$ cat src/rtl/login_sequencer.sv
// rtl/login_sequencer.sv - login session sequencer with failed-attempt lockout for the password checker
module login_sequencer #(
  parameter int                 MAX_TRIES   = 3,
  parameter int                 CNT_W       = 24,
  parameter logic [CNT_W-1:0]   LOCK_CYCLES = 24'd12_000_000
) (
  input  logic       clk,
  input  logic       rst,
  input  logic       user_valid,
  input  logic [2:0] user_id,
  input  logic       logout,
  input  logic       chk_allow,
  input  logic       chk_wrong,
  output logic       chk_rst_n,
  output logic       chk_pass_allow,
  output logic [2:0] chk_user,
  output logic       session_active,
  output logic [2:0] session_user,
  output logic       locked,
  output logic [1:0] fail_count,
  output logic       login_ok,
  output logic       login_fail,
  output logic       busy
);

  typedef enum logic [2:0] {
    S_IDLE    = 3'd0,
    S_START   = 3'd1,
    S_WAIT    = 3'd2,
    S_SESSION = 3'd3,
    S_LOCKOUT = 3'd4
  } state_t;

  localparam logic [1:0] MAX_F = 2'(MAX_TRIES);

  state_t           state;
  logic [CNT_W-1:0] lock_cnt;
  logic [1:0]       fail_next;

  // Failure count after the attempt currently being judged
  assign fail_next = fail_count + 2'd1;

  // Session FSM; every output is registered alongside the state transition
  always_ff @(posedge clk) begin
    if (rst) begin
      state          <= S_IDLE;
      lock_cnt       <= '0;
      chk_rst_n      <= 1'b0;
      chk_pass_allow <= 1'b0;
      chk_user       <= 3'd0;
      session_active <= 1'b0;
      session_user   <= 3'd0;
      locked         <= 1'b0;
      fail_count     <= 2'd0;
      login_ok       <= 1'b0;
      login_fail     <= 1'b0;
      busy           <= 1'b0;
    end else begin
      login_ok   <= 1'b0;
      login_fail <= 1'b0;
      case (state)
        S_IDLE: begin
          if (user_valid) begin
            chk_user       <= user_id;
            session_user   <= user_id;
            chk_rst_n      <= 1'b1;
            chk_pass_allow <= 1'b1;
            busy           <= 1'b1;
            state          <= S_START;
          end
        end
        S_START: begin
          // The checker has sampled the strobe; keep it out of restart while waiting
          chk_pass_allow <= 1'b0;
          state          <= S_WAIT;
        end
        S_WAIT: begin
          // A wrong verdict wins over a simultaneous allow
          if (chk_wrong) begin
            fail_count <= fail_next;
            login_fail <= 1'b1;
            chk_rst_n  <= 1'b0;
            busy       <= 1'b0;
            if (fail_next == MAX_F) begin
              locked   <= 1'b1;
              lock_cnt <= LOCK_CYCLES - 1'b1;
              state    <= S_LOCKOUT;
            end else begin
              state    <= S_IDLE;
            end
          end else if (chk_allow) begin
            fail_count     <= 2'd0;
            login_ok       <= 1'b1;
            session_active <= 1'b1;
            chk_rst_n      <= 1'b0;
            busy           <= 1'b0;
            state          <= S_SESSION;
          end
        end
        S_SESSION: begin
          if (logout) begin
            session_active <= 1'b0;
            state          <= S_IDLE;
          end
        end
        S_LOCKOUT: begin
          if (lock_cnt == '0) begin
            locked     <= 1'b0;
            fail_count <= 2'd0;
            state      <= S_IDLE;
          end else begin
            lock_cnt <= lock_cnt - 1'b1;
          end
        end
        default: begin
          state <= S_IDLE;
        end
      endcase
    end
  end

endmodule

$ cat config.mk
export PLATFORM = sky130hd
export DESIGN_NAME = login_sequencer
export DESIGN_NICKNAME = d
export VERILOG_FILES = /design/src/rtl/login_sequencer.sv
export SDC_FILE = /design/constraint.sdc
export NUM_CORES = 1
export LEC_CHECK = 0
export CELL_PAD_IN_SITES_DETAIL_PLACEMENT = 0
export CELL_PAD_IN_SITES_GLOBAL_PLACEMENT = 1
export CORE_MARGIN = 2
export CORE_UTILIZATION = 41
export DETAILED_ROUTE_END_ITERATION = 16
export PLACE_DENSITY = 0.84
export SLEW_MARGIN = 20
export SYNTH_ARGS = -nofsm -noshare
export SYNTH_HDL_FRONTEND = slang
export SYNTH_SLANG_ARGS = --single-unit
$ cat constraint.sdc
create_clock -name clk -period 3.25 [get_ports clk]
set_input_delay 0.4875 -clock clk [delete_from_list [all_inputs] [get_ports clk]]
set_output_delay 0.4875 -clock clk [all_outputs]
set_load 0.03 [all_outputs]
==> report_table.html, run 1 <==
<table>
<tr><th>Metric</th><th>Value</th></tr>
<tr><th colspan="2">Floorplan</th></tr>
<tr><td>Total Die Area</td><td>5219 sq um</td></tr>
<tr><td>Ports placed on the boundary</td><td>24</td></tr>
<tr><td>Initial standard-cell utilization of the core</td><td>43.25%</td></tr>
<tr><td>Number of standard-cell rows in the floorplan</td><td>24</td></tr>
<tr><td>Overall die width</td><td>72.24 microns</td></tr>
<tr><td>Die Ht</td><td>72.24 microns</td></tr>
<tr><td>Core Box Area</td><td>4414 sq um</td></tr>
<tr><th colspan="2">Clock network</th></tr>
<tr><td>Setup Fix Bufs, Post-CTS</td><td>0</td></tr>
<tr><td>Root buffer selected by CTS</td><td>clkbuf_8</td></tr>
<tr><td>Post-CTS resize count</td><td>0</td></tr>
<tr><td>Worst-Skew Late Latency</td><td>~0.30 ns</td></tr>
<tr><td>CTS tree</td><td>built</td></tr>
<tr><td>Clock slew at the register clock pins of the worst setup and hold paths</td><td>roughly 0.08 ns</td></tr>
<tr><td>TritonCTS Buffers</td><td>5</td></tr>
<tr><td>Maximum number of buffers from clock root to sink</td><td>2</td></tr>
<tr><td>Total number of clock tree sinks</td><td>38</td></tr>
<tr><td>Level count of the clock H-tree</td><td>2</td></tr>
<tr><td>CTS Hold Bufs</td><td>0</td></tr>
<tr><th colspan="2">Timing</th></tr>
<tr><td>Final worst-path cycle share</td><td>between 80% and 90%</td></tr>
<tr><td>Layout Skew</td><td>0.008854 ns</td></tr>
<tr><td>Highest achievable clock rate</td><td>0.3730 GHz</td></tr>
<tr><td>Final worst path period need</td><td>2.681 ns</td></tr>
<tr><td>Final Max Tran Viols</td><td>0</td></tr>
<tr><td>Number of endpoints failing setup at the final stage</td><td>0</td></tr>
<tr><td>Final setup TNS</td><td>0 ns</td></tr>
<tr><td>Worst hold margin</td><td>0.4744 ns</td></tr>
<tr><td>Slew HR</td><td>51.66%</td></tr>
<tr><td>Setup slack after layout</td><td>0.5688 ns</td></tr>
<tr><td>Slew at the pin closest to its max-slew limit</td><td>between 0.7 and 0.8 ns</td></tr>
<tr><td>Final hold vios</td><td>0</td></tr>
<tr><td>RSZ-0062 raised after global routing</td><td>false</td></tr>
<tr><th colspan="2">Placed design</th></tr>
<tr><td>Global placement routability congestion</td><td>approximately 0.76</td></tr>
<tr><td>Placed wire-length estimate</td><td>3.065 mm</td></tr>
<tr><td>Number of placed cells counting well taps</td><td>287</td></tr>
<tr><td>Port bufs</td><td>23</td></tr>
<tr><td>Cell area reported after detailed placement</td><td>2170 sq um</td></tr>
<tr><td>Setup Slack @ Placement</td><td>0.6178 ns</td></tr>
<tr><th colspan="2">Drt</th></tr>
<tr><td>Number of detailed-route iterations in the first pass</td><td>5</td></tr>
<tr><td>Vias</td><td>1,693</td></tr>
<tr><td>Number of violations reported at the end of detailed-routing iteration 0</td><td>58</td></tr>
<tr><td>Post-Route WL</td><td>roughly 4.4 mm</td></tr>
<tr><td>Number of antenna-violating nets in the routed design</td><td>0</td></tr>
<tr><td>Vias per cell</td><td>~5.7</td></tr>
<tr><td>DRC violations left</td><td>0</td></tr>
<tr><td>Routed WL per cell</td><td>approximately 15 microns</td></tr>
<tr><th colspan="2">Power</th></tr>
<tr><td>Switching pwr</td><td>292.8 uW</td></tr>
<tr><td>Power consumption</td><td>1.086 mW</td></tr>
<tr><td>Logic pwr share</td><td>16.3%</td></tr>
<tr><td>Leak Pwr</td><td>roughly 0.84 nW</td></tr>
<tr><td>Worst VDD drop</td><td>348.8 uV</td></tr>
<tr><td>Design internal power</td><td>approximately 790 uW</td></tr>
<tr><td>Pwr per Cell Area</td><td>477.0 nW/um^2</td></tr>
<tr><td>Clock network power share</td><td>a little over a third</td></tr>
<tr><td>Switching portion of total power</td><td>a little over a quarter</td></tr>
<tr><td>Relative contribution of sequential cells to total power</td><td>47.1%</td></tr>
<tr><th colspan="2">Synth</th></tr>
<tr><td>Cell area after technology mapping</td><td>~1900 sq um</td></tr>
<tr><td>Post-Syn Instances</td><td>221</td></tr>
<tr><td>Synth cell types</td><td>45</td></tr>
<tr><td>Number of storage elements in the synthesis netlist</td><td>38</td></tr>
<tr><td>Average size of a mapped cell</td><td>roughly 8.6 sq um</td></tr>
<tr><td>Post-synthesis async set-or-reset flop share</td><td>0%</td></tr>
<tr><td>Dominant cell type by area after synthesis</td><td>dfxtp_1</td></tr>
<tr><td>Number of synthesized flops with an enable pin</td><td>0</td></tr>
<tr><td>Area share of the largest cell type after synthesis</td><td>39.84%</td></tr>
<tr><td>Sequential-to-total area share from yosys stat</td><td>approximately two fifths</td></tr>
<tr><td>Most used flip-flop cell after synthesis</td><td>dfxtp_1</td></tr>
<tr><td>Top cells by area in the synthesized netlist</td><td>dfxtp_1 (40%), nor2_1 (4.7%), a21oi_1 (4.2%)</td></tr>
<tr><td>Yosys Warn Count</td><td>0</td></tr>
<tr><td>Net count after synthesis</td><td>233</td></tr>
<tr><th colspan="2">Worst setup path</th></tr>
<tr><td>CP Capture Type</td><td>flip-flop</td></tr>
<tr><td>Worst-path maximum fanout</td><td>7</td></tr>
<tr><td>Buffer and inverter count on the worst path</td><td>1</td></tr>
<tr><td>Family with the most delay on the worst path</td><td>simple AND/OR/NAND/NOR gates</td></tr>
<tr><td>CP Data Required Time</td><td>3.41 ns</td></tr>
<tr><td>Delay of the slowest critical-path stage</td><td>0.66 ns</td></tr>
<tr><td>Slowest-stage cell, CP</td><td>or4b_2</td></tr>
<tr><td>Sequence of cells on the critical path</td><td>inv_1 &gt; ha_1 &gt; or4b_2 &gt; nor4_2 &gt; a21boi_1 &gt; a211oi_1 &gt; a311oi_1</td></tr>
<tr><td>Type of the worst setup path</td><td>reg2reg</td></tr>
<tr><td>Kind of start point of the critical path</td><td>flip-flop</td></tr>
<tr><td>Arr. time, crit path</td><td>~2.8 ns</td></tr>
<tr><th colspan="2">GRT</th></tr>
<tr><td>GRT Overall Usage</td><td>18.43%</td></tr>
<tr><td>Largest net degree at the start of global routing</td><td>25</td></tr>
<tr><td>Wire length of the first global-routing pass</td><td>7.514 mm</td></tr>
<tr><td>Overflow left after global routing</td><td>0</td></tr>
<tr><td>Number of global-route vias before repair</td><td>1,563</td></tr>
<tr><td>Antenna violations before repair</td><td>0</td></tr>
<tr><th colspan="2">Flow run</th></tr>
<tr><td>Maximum capacitance violations</td><td>0</td></tr>
<tr><th colspan="2">Final layout</th></tr>
<tr><td>Antenna Diode Count</td><td>0</td></tr>
<tr><td>P&amp;R area growth vs syn</td><td>19.20%</td></tr>
<tr><td>Ratio of cells with drive above 1 in the final layout</td><td>9.465%</td></tr>
<tr><td>Core occupancy in the finished layout</td><td>about 52%</td></tr>
<tr><td>Fin nets</td><td>about 250</td></tr>
<tr><td>Final non-filler cell total</td><td>295</td></tr>
<tr><td>Design area</td><td>approximately 2300 sq um</td></tr>
<tr><th colspan="2">Worst hold path</th></tr>
<tr><td>Worst min-delay path class</td><td>reg2reg</td></tr>
<tr><th colspan="2">Status</th></tr>
<tr><td>Outcome</td><td>complete, no violations</td></tr>
</table>
[cell type report]
cell class	count	area, sq um
multi-input cells	163	1057
repair buffers	27	260.3
clock buffers	7	76.32
flip-flops and latches	38	760.7
fillers	409	2138
clock inverters	1	30.03
well taps	52	65.06
inverters	7	26.28
[power by group through the flow]
stage | logic [mW] | registers (mW) | clock network (mW)
after floorplan | 0.111 | 0.532 | 0
after global placement | 0.178 | 0.521 | 0
after detailed placement | 0.178 | 0.522 | 0
final | 0.176 | 0.512 | 0.398
after CTS | 0.178 | 0.511 | 0.408
after global routing | 0.193 | 0.516 | 0.426
[synthesized netlist by cell type (all sizes together) (4+ instances only)]
| cell | count |
|---|---|
| a211oi | 7 |
| a21oi | 16 |
| a311oi | 4 |
| a31oi | 6 |
| buf | 5 |
| clkbuf | 8 |
| dfxtp | 38 |
| inv | 7 |
| mux2i | 4 |
| nand2 | 6 |
| nand3 | 4 |
| nand4 | 4 |
| nor2 | 24 |
| nor3 | 9 |
| o21ai | 10 |
| o31ai | 6 |
| or2 | 5 |
| or3 | 6 |
| or4 | 10 |
| xor2 | 4 |
[final timing paths]
check                           slack (ns)    startpoint  cells past startpoint           end
worst max register to register        0.57   lock_cnt[0]                      7   lock_cnt[6]
worst max-delay path                  0.57   lock_cnt[0]                      7   lock_cnt[6]
worst min register to register        0.47  lock_cnt[19]                      2  lock_cnt[19]
worst min-delay path                  0.47  lock_cnt[19]                      2  lock_cnt[19]
[metal layers]
layer  up-vias  track usage (%)  share of wire [%]
met5         -                0                  0
met4         0            6.499                1.4
met3         6            4.722                3.8
met2        27            27.93                 46
met1       790            25.41                 48
li1        870                -                  -
[cell families (layout without fill, tap and decap cells)]
kind of cell,Yosys count,after routing,share of synthesized area (%)
AOI/OAI and AO/OA,59,59,20.12
xor gates and xnor gates,7,7,3.211
adders and majority gates,3,3,1.966
buffers and inverters,20,42,4.784
DFF,38,38,39.84
muxes,4,4,2.097
and+or+nand+nor,90,90,27.98
[registers in the layout, indices dropped and copies added (netlist names)]
register / flops
busy: 1
login_ok: 1
chk_pass_allow: 1
fail_count: 2
locked: 1
lock_cnt: 24
state: 3
session_user: 3
login_fail: 1
session_active: 1
[worst register-to-register path, stage by stage, from the launching register on]
cell and delay, ns:
dfxtp_1 0.36, inv_1 0.10, ha_1 0.15, or4b_2 0.66
nor4_2 0.64, a21boi_1 0.28, a211oi_1 0.29, a311oi_1 0.08
[cell usage in the layout (no fill, tap or decap), drive strengths merged, types with 7 or more instances in the layout]
cell | Yosys | routed
o21ai | 10 | 10
nor3 | 9 | 9
inv | 7 | 7
a21oi | 16 | 16
clkdlybuf4s50 | 0 | 23
a211oi | 7 | 7
clkbuf | 8 | 7
nor2 | 24 | 24
or4 | 10 | 10
dfxtp | 38 | 38
No activity file was read; power rests on OpenSTA's default activity.
==> run 2, diff against run 1 <==
- CORE_UTILIZATION: 41 -> 37
- PLACE_DENSITY: 0.84 -> 0.8
- clock period: 3.25 -> 2.4 ns (I/O delays scaled with it)
==> report_table.html, run 2 (same netlist as run 1, synthesis figures left out) <==
<table>
<tr><th>Metric</th><th>Value</th></tr>
<tr><th colspan="2">Power</th></tr>
<tr><td>Power consumption</td><td>1.407 mW</td></tr>
<tr><td>Design internal power</td><td>1.003 mW</td></tr>
<tr><td>Switching portion of total power</td><td>28.71%</td></tr>
<tr><td>Leak Pwr</td><td>around 0.94 nW</td></tr>
<tr><td>Logic pwr share</td><td>18.4%</td></tr>
<tr><td>Relative contribution of sequential cells to total power</td><td>48.4%</td></tr>
<tr><td>Pwr per Cell Area</td><td>569.5 nW/um^2</td></tr>
<tr><td>Clock network power share</td><td>~33%</td></tr>
<tr><td>Switching pwr</td><td>403.8 uW</td></tr>
<tr><td>Worst VDD drop</td><td>~370 uV</td></tr>
<tr><th colspan="2">Clock network</th></tr>
<tr><td>Setup Fix Bufs, Post-CTS</td><td>0</td></tr>
<tr><td>Root buffer selected by CTS</td><td>clkbuf_8</td></tr>
<tr><td>Worst-Skew Late Latency</td><td>~0.29 ns</td></tr>
<tr><td>CTS Hold Bufs</td><td>0</td></tr>
<tr><td>Total number of clock tree sinks</td><td>38</td></tr>
<tr><td>CTS tree</td><td>built</td></tr>
<tr><td>Clock slew at the register clock pins of the worst setup and hold paths</td><td>~0.080 ns</td></tr>
<tr><td>Maximum number of buffers from clock root to sink</td><td>2</td></tr>
<tr><td>Level count of the clock H-tree</td><td>2</td></tr>
<tr><td>Post-CTS resize count</td><td>0</td></tr>
<tr><td>TritonCTS Buffers</td><td>5</td></tr>
<tr><th colspan="2">Final layout</th></tr>
<tr><td>Final non-filler cell total</td><td>about 330</td></tr>
<tr><td>Core occupancy in the finished layout</td><td>48.98%</td></tr>
<tr><td>Design area</td><td>roughly 2500 sq um</td></tr>
<tr><td>Most common cell after layout, fill and taps aside</td><td>dfxtp_1</td></tr>
<tr><td>Most flop-heavy register</td><td>lock_cnt</td></tr>
<tr><td>Ratio of cells with drive above 1 in the final layout</td><td>18.56%</td></tr>
<tr><td>Top library cells by usage in the layout, fill and taps aside</td><td>dfxtp_1 (38), buf_4 (25), nor2_1 (24)</td></tr>
<tr><td>Largest registers ranked by flip-flop count</td><td>lock_cnt (24), session_user (3), state (3)</td></tr>
<tr><td>Fin nets</td><td>about 280</td></tr>
<tr><td>Flip-flop count of the largest register after layout</td><td>24</td></tr>
<tr><td>Antenna Diode Count</td><td>0</td></tr>
<tr><td>P&amp;R area growth vs syn</td><td>29.36%</td></tr>
<tr><th colspan="2">Drt</th></tr>
<tr><td>Routed WL per cell</td><td>14.26 microns</td></tr>
<tr><td>Vias per cell</td><td>5.308</td></tr>
<tr><td>Post-Route WL</td><td>4.763 mm</td></tr>
<tr><td>Number of detailed-route iterations in the first pass</td><td>4</td></tr>
<tr><td>Number of violations reported at the end of detailed-routing iteration 0</td><td>100</td></tr>
<tr><td>DRC violations left</td><td>0</td></tr>
<tr><td>Number of antenna-violating nets in the routed design</td><td>0</td></tr>
<tr><td>Vias</td><td>1,773</td></tr>
<tr><th colspan="2">Floorplan</th></tr>
<tr><td>Number of standard-cell rows in the floorplan</td><td>26</td></tr>
<tr><td>Ports placed on the boundary</td><td>24</td></tr>
<tr><td>Die Ht</td><td>75.84 microns</td></tr>
<tr><td>Overall die width</td><td>75.84 microns</td></tr>
<tr><td>Total Die Area</td><td>5751 sq um</td></tr>
<tr><td>Initial standard-cell utilization of the core</td><td>between 30 and 40%</td></tr>
<tr><td>Core Box Area</td><td>about 5000 sq um</td></tr>
<tr><th colspan="2">Worst setup path</th></tr>
<tr><td>CP Capture Type</td><td>flip-flop</td></tr>
<tr><td>Internal reg-to-reg setup slack</td><td>0.11 ns</td></tr>
<tr><td>Most used cell along the critical path</td><td>or4_1</td></tr>
<tr><td>Type of the worst setup path</td><td>reg2reg</td></tr>
<tr><td>Terminus of the critical flop-to-flop path</td><td>lock_cnt[23]</td></tr>
<tr><td>Arr. time, crit path</td><td>about 2.5 ns</td></tr>
<tr><td>Sequence of cells on the critical path</td><td>or4_1 &gt; or4b_4 &gt; or4_1 &gt; xor2_1 &gt; o21ai_1</td></tr>
<tr><td>Delay of the slowest critical-path stage</td><td>0.55 ns</td></tr>
<tr><td>Critical R2R Launch</td><td>lock_cnt[6]</td></tr>
<tr><td>Slowest-stage cell, CP</td><td>or4_1</td></tr>
<tr><td>Worst-path maximum fanout</td><td>5</td></tr>
<tr><td>Kind of start point of the critical path</td><td>flip-flop</td></tr>
<tr><td>CP Data Required Time</td><td>2.58 ns</td></tr>
<tr><td>Crit path from</td><td>lock_cnt[6]</td></tr>
<tr><td>Depth of the worst register-to-register path</td><td>5</td></tr>
<tr><th colspan="2">Timing</th></tr>
<tr><td>Final worst path period need</td><td>between 2 and 2.5 ns</td></tr>
<tr><td>RSZ-0062 raised after global routing</td><td>false</td></tr>
<tr><td>Final setup TNS</td><td>0 ns</td></tr>
<tr><td>Layout Skew</td><td>0.007636 ns</td></tr>
<tr><td>Number of endpoints failing setup at the final stage</td><td>0</td></tr>
<tr><td>Final hold vios</td><td>0</td></tr>
<tr><td>Slew at the pin closest to its max-slew limit</td><td>0.4762 ns</td></tr>
<tr><td>Highest achievable clock rate</td><td>about 0.44 GHz</td></tr>
<tr><td>Setup slack after layout</td><td>~0.11 ns</td></tr>
<tr><td>Final Max Tran Viols</td><td>0</td></tr>
<tr><td>Worst hold margin</td><td>0.4775 ns</td></tr>
<tr><td>Slew HR</td><td>68.26%</td></tr>
<tr><td>Final worst-path cycle share</td><td>between 90% and 100%</td></tr>
<tr><th colspan="2">Worst hold path</th></tr>
<tr><td>Hold Startpoint</td><td>lock_cnt[14]</td></tr>
<tr><td>Worst Hold Path EP</td><td>lock_cnt[14]</td></tr>
<tr><td>Worst min-delay path class</td><td>reg2reg</td></tr>
<tr><td>WHS Path Cells</td><td>2</td></tr>
<tr><th colspan="2">GRT</th></tr>
<tr><td>Met2 demand-to-capacity share in global routing</td><td>approximately 30%</td></tr>
<tr><td>Overflow left after global routing</td><td>0</td></tr>
<tr><td>Wire length of the first global-routing pass</td><td>7.886 mm</td></tr>
<tr><td>GRT Overall Usage</td><td>a little under a fifth</td></tr>
<tr><td>GR met3 Demand/Resource</td><td>under 10%</td></tr>
<tr><td>Largest net degree at the start of global routing</td><td>13</td></tr>
<tr><td>GRT met1 Usage</td><td>22.38%</td></tr>
<tr><td>Number of global-route vias before repair</td><td>1,726</td></tr>
<tr><td>Highest-utilization routing layer at the global route stage</td><td>met2</td></tr>
<tr><td>Antenna violations before repair</td><td>0</td></tr>
<tr><th colspan="2">Status</th></tr>
<tr><td>Outcome</td><td>complete, no violations</td></tr>
<tr><th colspan="2">Placed design</th></tr>
<tr><td>Setup Slack @ Placement</td><td>between 0.07 and 0.08 ns</td></tr>
<tr><td>Port bufs</td><td>23</td></tr>
<tr><td>Cell area reported after detailed placement</td><td>2350 sq um</td></tr>
<tr><td>Global placement routability congestion</td><td>0.8138</td></tr>
<tr><td>Number of placed cells counting well taps</td><td>326</td></tr>
<tr><td>Placed wire-length estimate</td><td>3.494 mm</td></tr>
<tr><th colspan="2">Flow run</th></tr>
<tr><td>Maximum capacitance violations</td><td>0</td></tr>
</table>
[run 2: power by group through the flow]
stage | Sequential [mW] | Combinational, mW | Clock (mW)
finish | 0.680 | 0.259 | 0.468
global route | 0.686 | 0.281 | 0.509
CTS | 0.680 | 0.261 | 0.481
detailed placement | 0.695 | 0.260 | 0
global placement | 0.694 | 0.259 | 0
floorplan | 0.720 | 0.150 | 0
[run 2: area by class of cell]
cell class                 instances  area, sq um
clock buffer                       6        82.58
clock inverter                     2        12.51
fill                             493         2572
inverter                           7        26.28
multi-input combinational        163         1082
sequential                        38        760.7
tap                               70        87.58
timing repair buffer              48        417.9
[run 2: how the worst max path moves through the flow]
| stage | end | slack (ns) | cells after the start |
|---|---|---|---|
| 2_1_floorplan | lock_cnt[23] | 0.06 | 6 |
| 3_3_place_gp | lock_cnt[18] | 0.09 | 5 |
| 3_5_place_dp | lock_cnt[18] | 0.08 | 5 |
| 4_1_cts | lock_cnt[7] | 0.04 | 8 |
| 5_1_grt | lock_cnt[23] | 0.02 | 5 |
| 6_report | lock_cnt[23] | 0.11 | 5 |
[run 2: per-layer routing]
layer / up-vias / share of wire (%)
li1: 911 / -
met1: 823 / 47
met2: 28 / 47
met3: 11 / 3.3
met4: 0 / 2.4
met5: - / 0
[run 2: worst max-delay path: cells and delay by family, from the launching register on]
| kind | cells | cell delay [ns] |
|---|---|---|
| compound gates | 1 | 0.07 |
| xor+xnor | 1 | 0.15 |
| flops | 1 | 0.36 |
| simple gates | 3 | 1.60 |
